`src/rtl/lsu_unit.sv`:
```
// RV32I load/store unit: one request at a time, checked for funct3/alignment/range,
// driven onto a byte-addressed memory, with the load result returned over a response handshake.
module lsu_unit #(
  parameter int MEM_BYTES   = 2048,
  parameter bit CHECK_ALIGN = 1'b1
) (
  input  logic        clk,
  input  logic        reset,
  input  logic        req_valid,
  output logic        req_ready,
  input  logic        req_is_store,
  input  logic [2:0]  req_funct3,
  input  logic [31:0] req_base,
  input  logic [11:0] req_offset,
  input  logic [31:0] req_store_data,
  output logic        resp_valid,
  input  logic        resp_ready,
  output logic [31:0] resp_data,
  output logic [1:0]  resp_err,
  output logic [31:0] mem_address,
  output logic [31:0] mem_wr_data,
  output logic        mem_wr_enable,
  output logic [1:0]  mem_write_mode,
  input  logic [31:0] mem_read_data
);

  // Handshakes: a request transfers on a rising edge where req_valid && req_ready;
  // a response transfers on a rising edge where resp_valid && resp_ready.
  typedef enum logic [1:0] {
    S_IDLE   = 2'd0,
    S_ACCESS = 2'd1,
    S_RESP   = 2'd2
  } state_t;

  state_t      state_q, state_d;
  logic [2:0]  funct3_q;
  logic        store_q;
  logic [31:0] resp_data_q;
  logic [1:0]  resp_err_q;
  logic [31:0] mem_address_q;
  logic [31:0] mem_wr_data_q;
  logic [1:0]  mem_write_mode_q;

  logic [31:0] eff_addr;
  logic [2:0]  acc_size;
  logic [32:0] acc_end;
  logic [1:0]  fault;
  logic [31:0] store_fmt;
  logic [31:0] load_val;
  logic        accept;

  always_comb begin
    eff_addr = req_base + {{20{req_offset[11]}}, req_offset};
    case (req_funct3[1:0])
      2'd1:    acc_size = 3'd2;
      2'd2:    acc_size = 3'd4;
      default: acc_size = 3'd1;
    endcase
    // Range end computed one bit wider so addresses near 2^32 cannot wrap into range.
    acc_end = {1'b0, eff_addr} + {30'd0, acc_size};
    fault = 2'd0;
    if (req_is_store ? (req_funct3 >= 3'd3)
                     : (req_funct3 == 3'd3 || req_funct3[2:1] == 2'b11))
      fault = 2'd3;
    else if (CHECK_ALIGN && ((acc_size == 3'd2 && eff_addr[0]) ||
                             (acc_size == 3'd4 && eff_addr[1:0] != 2'b00)))
      fault = 2'd1;
    else if (acc_end > 33'(MEM_BYTES))
      fault = 2'd2;
  end

  // Memory expects the first byte on [31:24].
  always_comb begin
    case (req_funct3[1:0])
      2'd0:    store_fmt = {req_store_data[7:0], 24'd0};
      2'd1:    store_fmt = {req_store_data[15:0], 16'd0};
      default: store_fmt = req_store_data;
    endcase
  end

  always_comb begin
    case (funct3_q)
      3'd0:    load_val = {{24{mem_read_data[31]}}, mem_read_data[31:24]};
      3'd4:    load_val = {24'd0, mem_read_data[31:24]};
      3'd1:    load_val = {{16{mem_read_data[31]}}, mem_read_data[31:16]};
      3'd5:    load_val = {16'd0, mem_read_data[31:16]};
      default: load_val = mem_read_data;
    endcase
  end

  always_comb begin
    state_d       = state_q;
    req_ready     = 1'b0;
    resp_valid    = 1'b0;
    mem_wr_enable = 1'b0;
    case (state_q)
      S_IDLE: begin
        req_ready = 1'b1;
        if (req_valid) state_d = (fault != 2'd0) ? S_RESP : S_ACCESS;
      end
      S_ACCESS: begin
        mem_wr_enable = store_q;
        state_d       = S_RESP;
      end
      S_RESP: begin
        resp_valid = 1'b1;
        if (resp_ready) state_d = S_IDLE;
      end
      default: state_d = S_IDLE;
    endcase
  end

  assign accept = (state_q == S_IDLE) && req_valid;

  always_ff @(posedge clk or posedge reset) begin
    if (reset) state_q <= S_IDLE;
    else       state_q <= state_d;
  end

  always_ff @(posedge clk or posedge reset) begin
    if (reset) begin
      funct3_q         <= 3'd0;
      store_q          <= 1'b0;
      resp_data_q      <= 32'd0;
      resp_err_q       <= 2'd0;
      mem_address_q    <= 32'd0;
      mem_wr_data_q    <= 32'd0;
      mem_write_mode_q <= 2'd0;
    end else begin
      if (accept) begin
        funct3_q <= req_funct3;
        store_q  <= req_is_store;
        if (fault != 2'd0) begin
          resp_err_q  <= fault;
          resp_data_q <= 32'd0;
        end else begin
          mem_address_q <= eff_addr;
          if (req_is_store) begin
            mem_wr_data_q    <= store_fmt;
            mem_write_mode_q <= req_funct3[1:0];
          end
        end
      end
      if (state_q == S_ACCESS) begin
        resp_err_q  <= 2'd0;
        resp_data_q <= store_q ? 32'd0 : load_val;
      end
    end
  end

  assign resp_data      = resp_data_q;
  assign resp_err       = resp_err_q;
  assign mem_address    = mem_address_q;
  assign mem_wr_data    = mem_wr_data_q;
  assign mem_write_mode = mem_write_mode_q;

endmodule
```
`config.mk`:
```
export PLATFORM = sky130hd
export DESIGN_NAME = lsu_unit
export DESIGN_NICKNAME = d
export VERILOG_FILES = /design/src/rtl/lsu_unit.sv
export SDC_FILE = /design/constraint.sdc
export NUM_CORES = 1
export LEC_CHECK = 0
export ABC_AREA = 0
export ABC_CLOCK_PERIOD_IN_PS = 4600
export CAP_MARGIN = 20
export CORE_ASPECT_RATIO = 1.25
export CORE_MARGIN = 5
export CORE_UTILIZATION = 50
export CTS_BUF_LIST = sky130_fd_sc_hd__clkbuf_8
export CTS_CLUSTER_DIAMETER = 100
export DETAILED_ROUTE_END_ITERATION = 6
export PLACE_DENSITY_LB_ADDON = 0.05
export SYNTH_ARGS = -nofsm -noshare
export SYNTH_HDL_FRONTEND = slang
export SYNTH_SLANG_ARGS = --single-unit
```
`constraint.sdc`:
```
create_clock -name clk -period 4.6 [get_ports clk]
set_input_delay 1.15 -clock clk [delete_from_list [all_inputs] [get_ports clk]]
set_output_delay 1.15 -clock clk [all_outputs]
set_load 0.01 [all_outputs]
```
**Word level (Yosys, flattened, before mapping)**

Cells that the tools add are included.

- Logic and storage cells: 63
- Flip-flop bits (word level): 106

- Muxes and demuxes: 21
- Eq/ne operators: 13
- $add $sub $neg: 2
- Reduce and logical (&&, ||, !) cells: 16
- Bitwise logic cells: 1
- $lt $le $gt $ge: 2

Operator list:

| cell | number |
|---|---|
| 32-bit two-way mux | 4 |
| 32-bit one-hot mux with 4 select lines | 1 |
| 32-bit one-hot mux with 2 select lines | 1 |
| 32-bit by 3-bit adder with 33-bit output | 1 |
| 33-bit by 12-bit greater-than comparator with 1-bit output (second input constant) | 1 |
| 32-bit adder | 1 |
| 2-bit two-way mux | 9 |
| 3-bit equality test (second input constant) | 3 |
| 2-bit nonzero test | 4 |
| 2-bit equality test (second input constant) | 3 |
| 3-bit by 2-bit equality test with 1-bit output (second input constant) | 2 |
| 2-bit one-hot mux with 3 select lines | 1 |
| 3-bit one-hot mux with 2 select lines | 1 |
| 2-bit AND reduction | 3 |
| 2-bit by 1-bit equality test with 1-bit output (second input constant) | 2 |
| 2-bit logical NOT | 2 |
| 1-bit two-way mux | 4 |
| 2-bit inequality test (second input constant) | 2 |
| 3-bit by 1-bit equality test with 1-bit output (second input constant) | 1 |
| 3-bit by 2-bit greater-or-equal comparator with 1-bit output (second input constant) | 1 |
| 1-bit logical AND | 3 |
| 3-bit logical NOT | 1 |
| 3-bit AND reduction | 1 |
| 1-bit logical OR | 2 |
| 1-bit inverter | 1 |

**Depth between registers and ports, before layout**

Gate-level depths: netlist of run 1.

- Depth in word-level cells: 11
- Depth in mapped cells: 19
- Depth with buffers taken out: 16

**Worst setup path after synthesis of run 1**

No wires, ideal clock.

- Path type: input to register
- Start point: input port req_base[0]
- End point: register mem_wr_data_q[16] (netlist: mem_wr_data[16])
- Data required time: 4.472 ns
- Setup time: 0.128 ns
- Arrival time: 5.595 ns
- Path slack: -1.123 ns
- Stages on the path: 16
- Cell sequence: ha_1 -> fa_1 -> xor2_1 -> ha_1 -> a21oi_1 -> a2111oi_0 -> o211ai_1 -> or3_1 -> or3_1 -> buf_6 -> nor4_4 -> o221ai_2 -> or4_4 -> nor4_4 -> buf_4 -> mux2_1

- Longest elaborated chain between the ends: 9

Ends and longest elaborated chain:

| element | RTL line | source |
|---|---|---|
| from (decl) | 13 | `input logic [31:0] req_base,` |
| 32-bit adder | 53 | `eff_addr = req_base + {{20{req_offset[11]}}, req_offset};` |
| net eff_addr[2] | 44 | `logic [31:0] eff_addr;` |
| 32-bit by 3-bit adder with 33-bit output | 60 | `acc_end = {1'b0, eff_addr} + {30'd0, acc_size};` |
| 33-bit by 12-bit greater-than comparator with 1-bit output | 68 | `else if (acc_end > 33'(MEM_BYTES))` |
| 2-bit two-way mux | 68 |  |
| 2-bit two-way mux | 65 | `else if (CHECK_ALIGN && ((acc_size == 3'd2 && eff_addr[0]) \|\|` |
| 2-bit two-way mux | 62 | `if (req_is_store ? (req_funct3 >= 3'd3)` |
| 2-bit nonzero test | 133 | `if (fault != 2'd0) begin` |
| 1-bit inverter (no line) | n/a |  |
| 3-bit AND reduction (no line) | n/a |  |
| to (signal assigned) | 139 | `mem_wr_data_q <= store_fmt;` |
| to (decl) | 41 | `logic [31:0] mem_wr_data_q;` |

The timed path passes the listed nets, and every way through them passes these cells.
A chain may end at the register's enable or synchronous reset.

**Final worst setup path of run 1**

- Start point: input port req_offset[0]
- End point: register mem_address_q[9] (netlist: mem_address[9])

- Longest elaborated chain between the ends: 9

Ends and longest elaborated chain:

| element | RTL line | source |
|---|---|---|
| from (decl) | 14 | `input logic [11:0] req_offset,` |
| 32-bit adder (*) | 53 |  |
| 32-bit by 3-bit adder with 33-bit output or 2-bit nonzero test (tied branches) | 60, 66 |  |
| 33-bit by 12-bit greater-than comparator with 1-bit output or 1-bit logical AND (tied branches) | 68, 66 |  |
| 2-bit two-way mux or 1-bit logical OR (tied branches) | 68, 65 |  |
| 2-bit two-way mux | 65 |  |
| 2-bit two-way mux | 62 |  |
| 2-bit nonzero test | 133 |  |
| 1-bit inverter (no line) | n/a |  |
| 2-bit AND reduction (no line) | n/a |  |
| to (signal assigned) | 137 | `mem_address_q <= eff_addr;` |
| to (decl) | 40 | `logic [31:0] mem_address_q;` |

Every way passes the cells marked *; elsewhere a longest branch is shown, timed or not.

==> results.tsv, run 1 <==
metric	value	unit
ios	219	
dp_hpwl	19.5	mm
wl_met2	14.6	mm
totalWireLength	27.7	mm
drt_pre_antenna_iters	5	
wl_per_cell	18.4	microns
vias	8472	
cts_root_buf	clkbuf_8	
synth_cell_types	77	
yosys_register_bits	106	
outcome	finished with violations	
clkLatencyLatePin	0.40	ns
syn_area	8090	sq um
cp-start-kind	input port	
crit_slowest_cell	or4b_4	
via_per_inst	5.63	
grt_overflow	0	
antenna_found_initial	0	
violations	negative setup slack	
post-route-period-util	117	%
met1Wirelength	10.6	mm
power.leakage	5.76	nW
rows	52	
synth_area_per_cell	9.43	sq um
post-route-util	82.2	%
synth_top_area_share	32.8	%
ant_nets	0	
cts_buffers	9	
setup_slack	-0.797	ns
slew_headroom	50.4	%
fp.dieH	152	microns
highest_layer	met4	
yosys_most_used_dff	dfrtp_1	
n_antenna_cell	0	
critPathMostFrequentCell	buf_6	
wl_met3	1.38	mm
finalSetupViolCount	102	
p_per_area	214	nW/um^2
die_w	124	microns
postCtsHoldBufs	0	
clock_skew	0.0135	ns
cts_tree	yes	
max_stage_delay	0.52	ns
synth.largest_area_cell	dfrtp_1	
placed_area	12000	sq um
synth_nets	1014	
async_reset_ff_share	100	%
drtIter0Drc	585	
grt_pass1_vias	8558	
maxSlewViolCount	0	
synth_area_leaders	dfrtp_1, ha_1, a31oi_4	
seq_area_frac_synth	32.8	%
critPathArrivalTime	5.68	ns
rsz0062_at_grt	yes	
end_kind	flop	
grt_pass1_wl	43.0	mm
yosys_warnings	0	
min_path_cells	1	
placeableCoreArea	16100	sq um
grt.total_usage	28.3	%
syn_to_final_growth	63.2	%
synth_cells	858	
synth_edf_count	0	
worstMarginPinSlew	0.741	ns
crit_type	input port to flop	
drc_errors	0	
required	4.88	ns
grt_max_degree	74	
rr_worst_depth	8	
cts.htree.levels	3	
crit_path_cell_trace	buf_6 -> ha_4 -> fa_2 -> buf_6 -> a21o_4 -> a221o_2 -> xnor2_2 -> or2_1 -> or3_4 -> buf_6 -> or4b_4 -> a21oi_2 -> o211ai_1 -> or4_4 -> buf_6 -> buf_6 -> nor4_4 -> buf_4 -> clkbuf_16 -> mux2_4	
gp_congestion	0.895	
fin_area	13200	sq um
cts_sinks	106	
nets	1440	
final_hold_viol_count	0	
hold_class	flop to flop	
dieArea	18800	sq um
cap_violations	0	
period_minus_slack	5.40	ns
io_buffer_count	218	
drive_gt1_share	30.9	%
clk_path_buf_depth	2	
initial_core_util	50.4	%
path_clk_slew	0.10	ns
fmax	185	MHz
vdd_drop_max	0.147	mV
cp_max_fo	7	
## report_power, final
part           internal [mW]  switching, mW  total (mW)
combinational          0.609          0.575        1.18
clock                  0.324          0.347       0.671
sequential             0.944         0.0259       0.970
total                   1.88          0.948        2.82
## through the flow
step           setup TNS, ns  hold slack [ns]  power [mW]  cells  setup WS [ns]
2_1_floorplan         -89.94            0.524        1.52    858          -1.01
3_3_place_gp         -152.34            0.467        2.05   1453          -1.62
3_5_place_dp         -160.57            0.475        2.07   1453          -1.70
4_1_cts               -64.07            0.513        2.78   1493         -0.781
5_1_grt               -84.43            0.523        2.98   1505         -0.935
6_report              -71.60            0.510        2.82   1505         -0.797
## flip-flops by register name (all words and copies together) (netlist names)
name and count:
funct3_q 3, state_q 2, mem_wr_data 32, mem_write_mode 2, mem_address 32, resp_err 2, store_q 1, resp_data 32
## worst max-delay path: cells and delay by family
kind	cells	cell delay, ns
mux	1	0.30
fa+ha+maj	2	0.52
compound gates	4	0.87
simple gates	5	1.74
xor+xnor	1	0.15
buf+inv	7	0.94
## path summary, 6_finish.rpt
check | startpoint | end | slack, ns
max | req_offset[0] | mem_address[9] | -0.80
min | mem_address[17] | mem_address[17] | 0.51
max reg2reg | state_q[1] | resp_data[17] | 2.01
min reg2reg | mem_address[17] | mem_address[17] | 0.51
max in group asynchronous | reset | mem_address[17] | 2.73
min in group asynchronous | reset | mem_wr_data[8] | 1.12
## cells in the final DEF, fill, tap and decap left out, drive strengths merged, types with 12 or more instances in the layout
master | netlist | final
buf | 16 | 250
clkdlybuf4s50 | 0 | 207
dfrtp | 106 | 106
nand2 | 87 | 87
o21ai | 59 | 59
a21oi | 56 | 56
inv | 37 | 39
nor2 | 38 | 38
ha | 38 | 38
mux2i | 33 | 33
a31oi | 29 | 29
a21boi | 26 | 26
mux2 | 26 | 26
nor2b | 24 | 24
nand4 | 18 | 18
a22oi | 18 | 18
xnor2 | 18 | 18
xor2 | 15 | 15
a21o | 14 | 14
clkbuf | 37 | 13
nand3 | 12 | 12
## Yosys cell counts (all sizes together) (3+ instances only)
master	instances
xor2	15
nand2	87
a311oi	3
and4	3
or3	11
a21o	14
a22oi	18
o31ai	3
a21oi	56
a211oi	10
a211o	5
o221ai	11
o21ai	59
mux2i	33
nor3	11
a31oi	29
nand2b	7
nor2b	24
o21bai	3
nor4	9
a21boi	26
mux2	26
xnor2	18
nor2	38
clkbuf	37
a2111oi	4
nand3	12
or4	5
nand4	18
and3	3
dfrtp	106
buf	16
o211a	3
ha	38
o21a	7
nand4b	3
inv	37
o211ai	11
a22o	8
## final cells by class
class                      count  area, sq um
timing repair buffer         468         4400
multi-input combinational    662         5520
tap                          216          270
fill                        1022         2860
inverter                      37          141
clock buffer                  10          138
clock inverter                 6         90.1
sequential                   106         2650
## repair_timing
item / CTS / global route
resized for setup: 92 / 45
pin swaps: 26 / 17
gates cloned: 9 / 4
setup endpoints to repair: 102 / 102
buffers inserted: 16 / 9
## routing by layer
| metal | track usage, % | vias up |
|---|---|---|
| met2 | 51.1 | 300 |
| met5 | 0 | - |
| met4 | 11.1 | 0 |
| li1 | - | 4052 |
| met3 | 3.86 | 75 |
| met1 | 33.2 | 4045 |
## logic make-up after synthesis
family                   Yosys count  synth area share (%)
AO/OA/AOI/OAI                    287                  28.6
AND/OR/NAND/NOR                  243                  15.9
flip-flops                       106                  32.8
buffers and inverters             90                  5.09
multiplexers                      59                  7.70
adder cells (fa/ha/maj)           40                  6.37
XOR/XNOR                          33                  3.57
Note: power is estimated with default switching activity, not from simulation.
==> inputs of run 2 (changes only) <==
Settings changed: ABC_CLOCK_PERIOD_IN_PS 4600 to 5000.
Clock period 4.6 ns to 5 ns, I/O delays scaled along.
==> run 2 against run 1 <==
The flow finishes with violations (design-rule violations, negative setup slack). Core utilization decreased by 1.2 points. Sequential power down 7.8%. First-iteration DRC count is 7.0% lower. Critical path depth shrank 1. Global-route usage shrank 0.93 points. Clock skew is 0.0047 ns higher. Critical endpoint is now mem_wr_data[0]. Die area unchanged. Final cell count shrank 0.27%. Flip-flop and latch count stayed put. Combinational power fell by 11%.
==> results.tsv, run 2 (same netlist as run 1, synthesis figures left out) <==
metric	value	unit	change
cp-start-kind	input port		
nets	1436		-0.28%
cts.htree.levels	3		unchanged
cts_buffers	9		unchanged
finalSetupViolCount	102		unchanged
post-route-period-util	112	%	
required	5.29	ns	+0.41 ns
drt_pre_antenna_iters	7		+2
path_clk_slew	0.11	ns	about the same
drtIter0Drc	544		-7.0%
hold_end	mem_address[26]		
critPathArrivalTime	5.90	ns	+0.22 ns
vias	8523		+0.60%
via_per_inst	5.68		+0.87%
r2r_start	state_q[1]		
antenna_found_initial	0		unchanged
grt_max_degree	40		-46%
total_power	2.51	mW	-11%
wl_per_cell	18.1	microns	-1.4%
clk_path_buf_depth	2		unchanged
end_kind	flop		
grt_pass1_vias	8689		+1.5%
cap_violations	0		unchanged
fmax	178	MHz	
die_w	124	microns	unchanged
postCtsHoldBufs	0		unchanged
power.leakage	5.70	nW	-0.98%
totalWireLength	27.2	mm	-1.7%
worstHoldStart	mem_address[26]		
violations	design-rule violations, negative setup slack		
n_antenna_cell	0		unchanged
placeableCoreArea	16100	sq um	unchanged
rsz0062_at_grt	yes		
fp.dieH	152	microns	unchanged
min_path_cells	1		unchanged
slew_headroom	54.3	%	+3.9 points
period_minus_slack	5.61	ns	
ant_nets	0		unchanged
grt_pass1_wl	42.1	mm	-2.3%
drive_gt1_share	29.2	%	-1.7 points
gp_congestion	0.855		-4.5%
cp_max_fo	7		unchanged
final_hold_viol_count	0		unchanged
clkLatencyLatePin	0.38	ns	-0.02 ns
cts_sinks	106		unchanged
syn_to_final_growth	60.8	%	
rows	52		unchanged
r2r_end	mem_wr_data[0]		
initial_core_util	50.4	%	unchanged
final_cell_mix	clkdlybuf4s50_1, buf_4, dfrtp_1		
setup_slack	-0.609	ns	+0.187 ns
vdd_drop_max	0.122	mV	-17%
outcome	finished with violations		
io_buffer_count	218		unchanged
p_per_area	193	nW/um^2	-9.7%
fin_area	13000	sq um	-1.4%
ios	219		unchanged
cts_tree	yes		
placed_area	11900	sq um	-0.48%
maxSlewViolCount	0		unchanged
post-place-ws	-1.36	ns	+0.346 ns
grt.total_usage	27.4	%	-0.93 points
dp_hpwl	19.2	mm	-1.6%
r2r_slack	2.29	ns	+0.28 ns
cts_root_buf	clkbuf_8		
drc_errors	1		+1
worstMarginPinSlew	0.684	ns	-0.0567 ns
hold_class	flop to flop		
post-route-util	81.0	%	-1.2 points
layout_commonest_cell	clkdlybuf4s50_1		
clock_skew	0.0183	ns	+0.00474 ns
rr_worst_depth	9		+1
crit_type	input port to flop		
dieArea	18800	sq um	unchanged
grt_overflow	0		unchanged
run 2: worst max-delay path by stage:
| stage | from | cells past startpoint | end | slack [ns] |
|---|---|---|---|---|
| after floorplan | req_base[0] | 16 | mem_wr_data[16] | -0.71 |
| after global placement | req_base[0] | 16 | state_q[1] | -1.33 |
| after detailed placement | req_base[0] | 16 | state_q[1] | -1.36 |
| after CTS | req_offset[0] | 18 | mem_address[11] | -0.52 |
| after global routing | req_base[0] | 21 | mem_wr_data[1] | -0.72 |
| final | req_offset[5] | 19 | mem_wr_data[0] | -0.61 |
run 2: final cells by class:
cell class / count / area [sq um]
clock inverter: 6 / 72.6
clock buffer: 10 / 138
tap: 216 / 270
inverter: 37 / 141
multi-input combinational: 662 / 5360
sequential: 106 / 2650
fill: 1063 / 3060
timing repair buffer: 464 / 4380
run 2: stage by stage:
step                TNS, ns  std cells  hold slack [ns]
CTS                  -41.18       1490            0.504
finish               -51.81       1501            0.513
floorplan            -59.34        858            0.524
global route         -62.73       1501            0.532
global placement    -122.39       1447            0.468
detailed placement  -126.16       1447            0.477
run 2: per-layer routing:
metal	GRT usage (%)	part of all wire (%)	vias to the layer above
met3	4.23	5.1	56
met4	9.50	2.6	0
met1	32.0	39	4126
met2	49.8	53	296
li1	-	-	4045
met5	0	0	-
run 2: repair_timing:
action | CTS | global route
resized for setup | 68 | 54
pin swaps | 21 | 9
buffers inserted | 17 | 15
cloned | 10 | 3
endpoints found under the setup margin | 102 | 102
run 2: worst max-delay path: stages:
cell	delay (ns)
clkdlybuf4s50_1	0.42
ha_1	0.34
and3_4	0.22
a221o_2	0.38
xnor2_2	0.16
or2_1	0.24
or3_4	0.39
buf_6	0.13
or4b_1	0.50
a21oi_1	0.14
o211ai_1	0.11
or4_4	0.53
buf_6	0.14
buf_6	0.11
nor4_4	0.13
buf_6	0.19
clkbuf_16	0.18
buf_8	0.12
mux2i_1	0.22
run 2: report_power, final:
| part | switching [mW] | internal [mW] |
|---|---|---|
| Sequential | 0.0256 | 0.868 |
| Combinational | 0.513 | 0.532 |
| Clock | 0.323 | 0.252 |
==> inputs of run 3 (changes only) <==
==> constraint.sdc (replaced) <==
create_clock -name clk -period 5 [get_ports clk]
set_input_delay 1 -clock clk [delete_from_list [all_inputs] [get_ports clk]]
set_output_delay 1 -clock clk [all_outputs]
set_load 0.01 [all_outputs]
==> run 3 against run 2 <==
Count of clock-buffer cells in the layout unchanged. Combinational power about the same. Final area about the same. The flow finishes with violations (negative setup slack). Largest power group unchanged. Sequential share of layout area about the same. Clock power increased by 11%.
==> results.tsv, run 3 (same netlist as run 1, synthesis figures left out) <==
metric	value	unit	change
power.leakage	5.62	nW	-1.5%
layout_commonest_cell	clkdlybuf4s50_1		
placeableCoreArea	16100	sq um	unchanged
syn_to_final_growth	61.0	%	about the same
final_hold_viol_count	0		unchanged
ant_nets	0		unchanged
dp_hpwl	19.9	mm	+3.2%
cts_tree	yes		
fin_area	13000	sq um	about the same
cp_max_fo	6		-1
drt_pre_antenna_iters	5		-2
cp-start-kind	input port		
clk_path_buf_depth	2		unchanged
total_power	2.60	mW	+3.5%
drc_errors	0		-1
drive_gt1_share	29.9	%	+0.75 points
violations	negative setup slack		
vdd_drop_max	0.154	mV	+26%
grt_pass1_vias	8313		-4.3%
rsz0062_at_grt	yes		
slew_headroom	42.7	%	-12 points
critPathArrivalTime	5.71	ns	-0.19 ns
maxSlewViolCount	0		unchanged
cts.htree.levels	3		unchanged
io_buffer_count	218		unchanged
grt.total_usage	26.7	%	-0.68 points
totalWireLength	27.1	mm	-0.40%
nets	1417		-1.3%
register_area	2650	sq um	unchanged
p_per_area	200	nW/um^2	+3.4%
clkLatencyLatePin	0.40	ns	+0.02 ns
fillCellCount	1035		-2.6%
outcome	finished with violations		
required	5.32	ns	+0.03 ns
fmax	186	MHz	+4.2%
crit_type	input port to flop		
setup_slack	-0.384	ns	+0.225 ns
clock_skew	0.0167	ns	-0.00154 ns
initial_core_util	50.4	%	unchanged
wl_per_cell	18.3	microns	+0.81%
grt_pass1_wl	40.7	mm	-3.2%
cap_violations	0		unchanged
worstMarginPinSlew	0.860	ns	+0.176 ns
post-place-ws	-1.17	ns	+0.188 ns
final_cell_mix	clkdlybuf4s50_1, buf_4, dfrtp_1		
dieArea	18800	sq um	unchanged
drtIter0Drc	611		+12%
grt_overflow	0		unchanged
multi_input_area	5540	sq um	+3.4%
path_clk_slew	0.11	ns	about the same
cts_sinks	106		unchanged
post-route-period-util	108	%	-4.5 points
fp.dieH	152	microns	unchanged
postCtsHoldBufs	0		unchanged
gp_congestion	0.920		+7.6%
die_w	124	microns	unchanged
hold_class	flop to flop		
vias	8409		-1.3%
period_minus_slack	5.38	ns	-0.225 ns
placed_area	11900	sq um	unchanged
via_per_inst	5.67		-0.14%
grt_max_degree	53		+33%
cts_root_buf	clkbuf_8		
cts_buffers	9		unchanged
ios	219		unchanged
antenna_found_initial	1		+1
end_kind	flop		
rows	52		unchanged
finalSetupViolCount	101		-0.98%
-- run 3: cell count changes in the layout (fill, tap and decap cells not counted), moves of 4 or more --
cell	change
clkdlybuf4s50_1	+4
nor2b_1	-16
buf_6	-6
buf_4	-10
nor2b_4	+15
-- run 3: area by class of cell --
type / instances / share of cell area, %
diodes: 1 / 0.0192
clock buffers: 10 / 1.06
clock inverters: 6 / 0.740
inverters: 37 / 1.09
multi-input cells: 662 / 42.5
flip-flops and latches: 106 / 20.4
well taps: 216 / 2.07
repair buffers: 445 / 32.1
-- run 3: final timing paths --
| path | slack (ns) | endpoint | from | depth (start not counted) |
|---|---|---|---|---|
| worst min register to register | 0.52 | mem_write_mode[1] | mem_write_mode[1] | 1 |
| min in group asynchronous | 1.07 | mem_wr_data[24] | reset | 2 |
| worst max register to register | 2.17 | resp_data[29] | state_q[1] | 7 |
| worst min-delay path | 0.52 | mem_write_mode[1] | mem_write_mode[1] | 1 |
| worst max-delay path | -0.38 | resp_data[9] | req_base[1] | 17 |
| max in group asynchronous | 3.02 | mem_address[5] | reset | 3 |
-- run 3: through the flow --
stage                     setup TNS [ns]  std cells  hold slack [ns]  util (%)
after floorplan                   -33.87        858            0.524         -
after global placement            -95.00       1442            0.470      74.2
after detailed placement         -106.43       1442            0.475      74.2
after CTS                         -26.94       1468            0.500      77.8
after global routing              -43.08       1483            0.535      81.1
final                             -31.48       1483            0.515      81.1
-- run 3: power by group --
part / switching (mW) / total (mW) / internal, mW
Sequential: 0.0237 / 0.892 / 0.868
Clock: 0.337 / 0.641 / 0.303
Combinational: 0.525 / 1.07 / 0.545
Total: 0.886 / 2.60 / 1.72
-- run 3: per-layer routing --
| layer | wire (microns) | track usage (%) |
|---|---|---|
| met3 | 1300 | 3.38 |
| met1 | 10600 | 30.3 |
| met2 | 14200 | 49.5 |
| met5 | 0 | 0 |
| met4 | 1060 | 10.4 |
-- run 3: worst max-delay path, stage by stage --
cell	delay [ns]
dlygate4sd2_1	0.28
fa_2	0.42
buf_6	0.14
a21o_4	0.21
a221o_2	0.39
xnor2_2	0.15
or2_1	0.23
or3_4	0.39
buf_6	0.13
or4b_1	0.46
a21oi_1	0.14
o211ai_1	0.09
or4_4	0.54
buf_6	0.13
or4_4	0.62
buf_16	0.21
a31oi_4	0.16
-- run 3: what timing repair did --
item | CTS | global route
cloned | 4 | 4
pin swaps | 17 | 25
setup buffers | 7 | 10
setup endpoints to repair | 102 | 102
gates resized for setup | 50 | 83
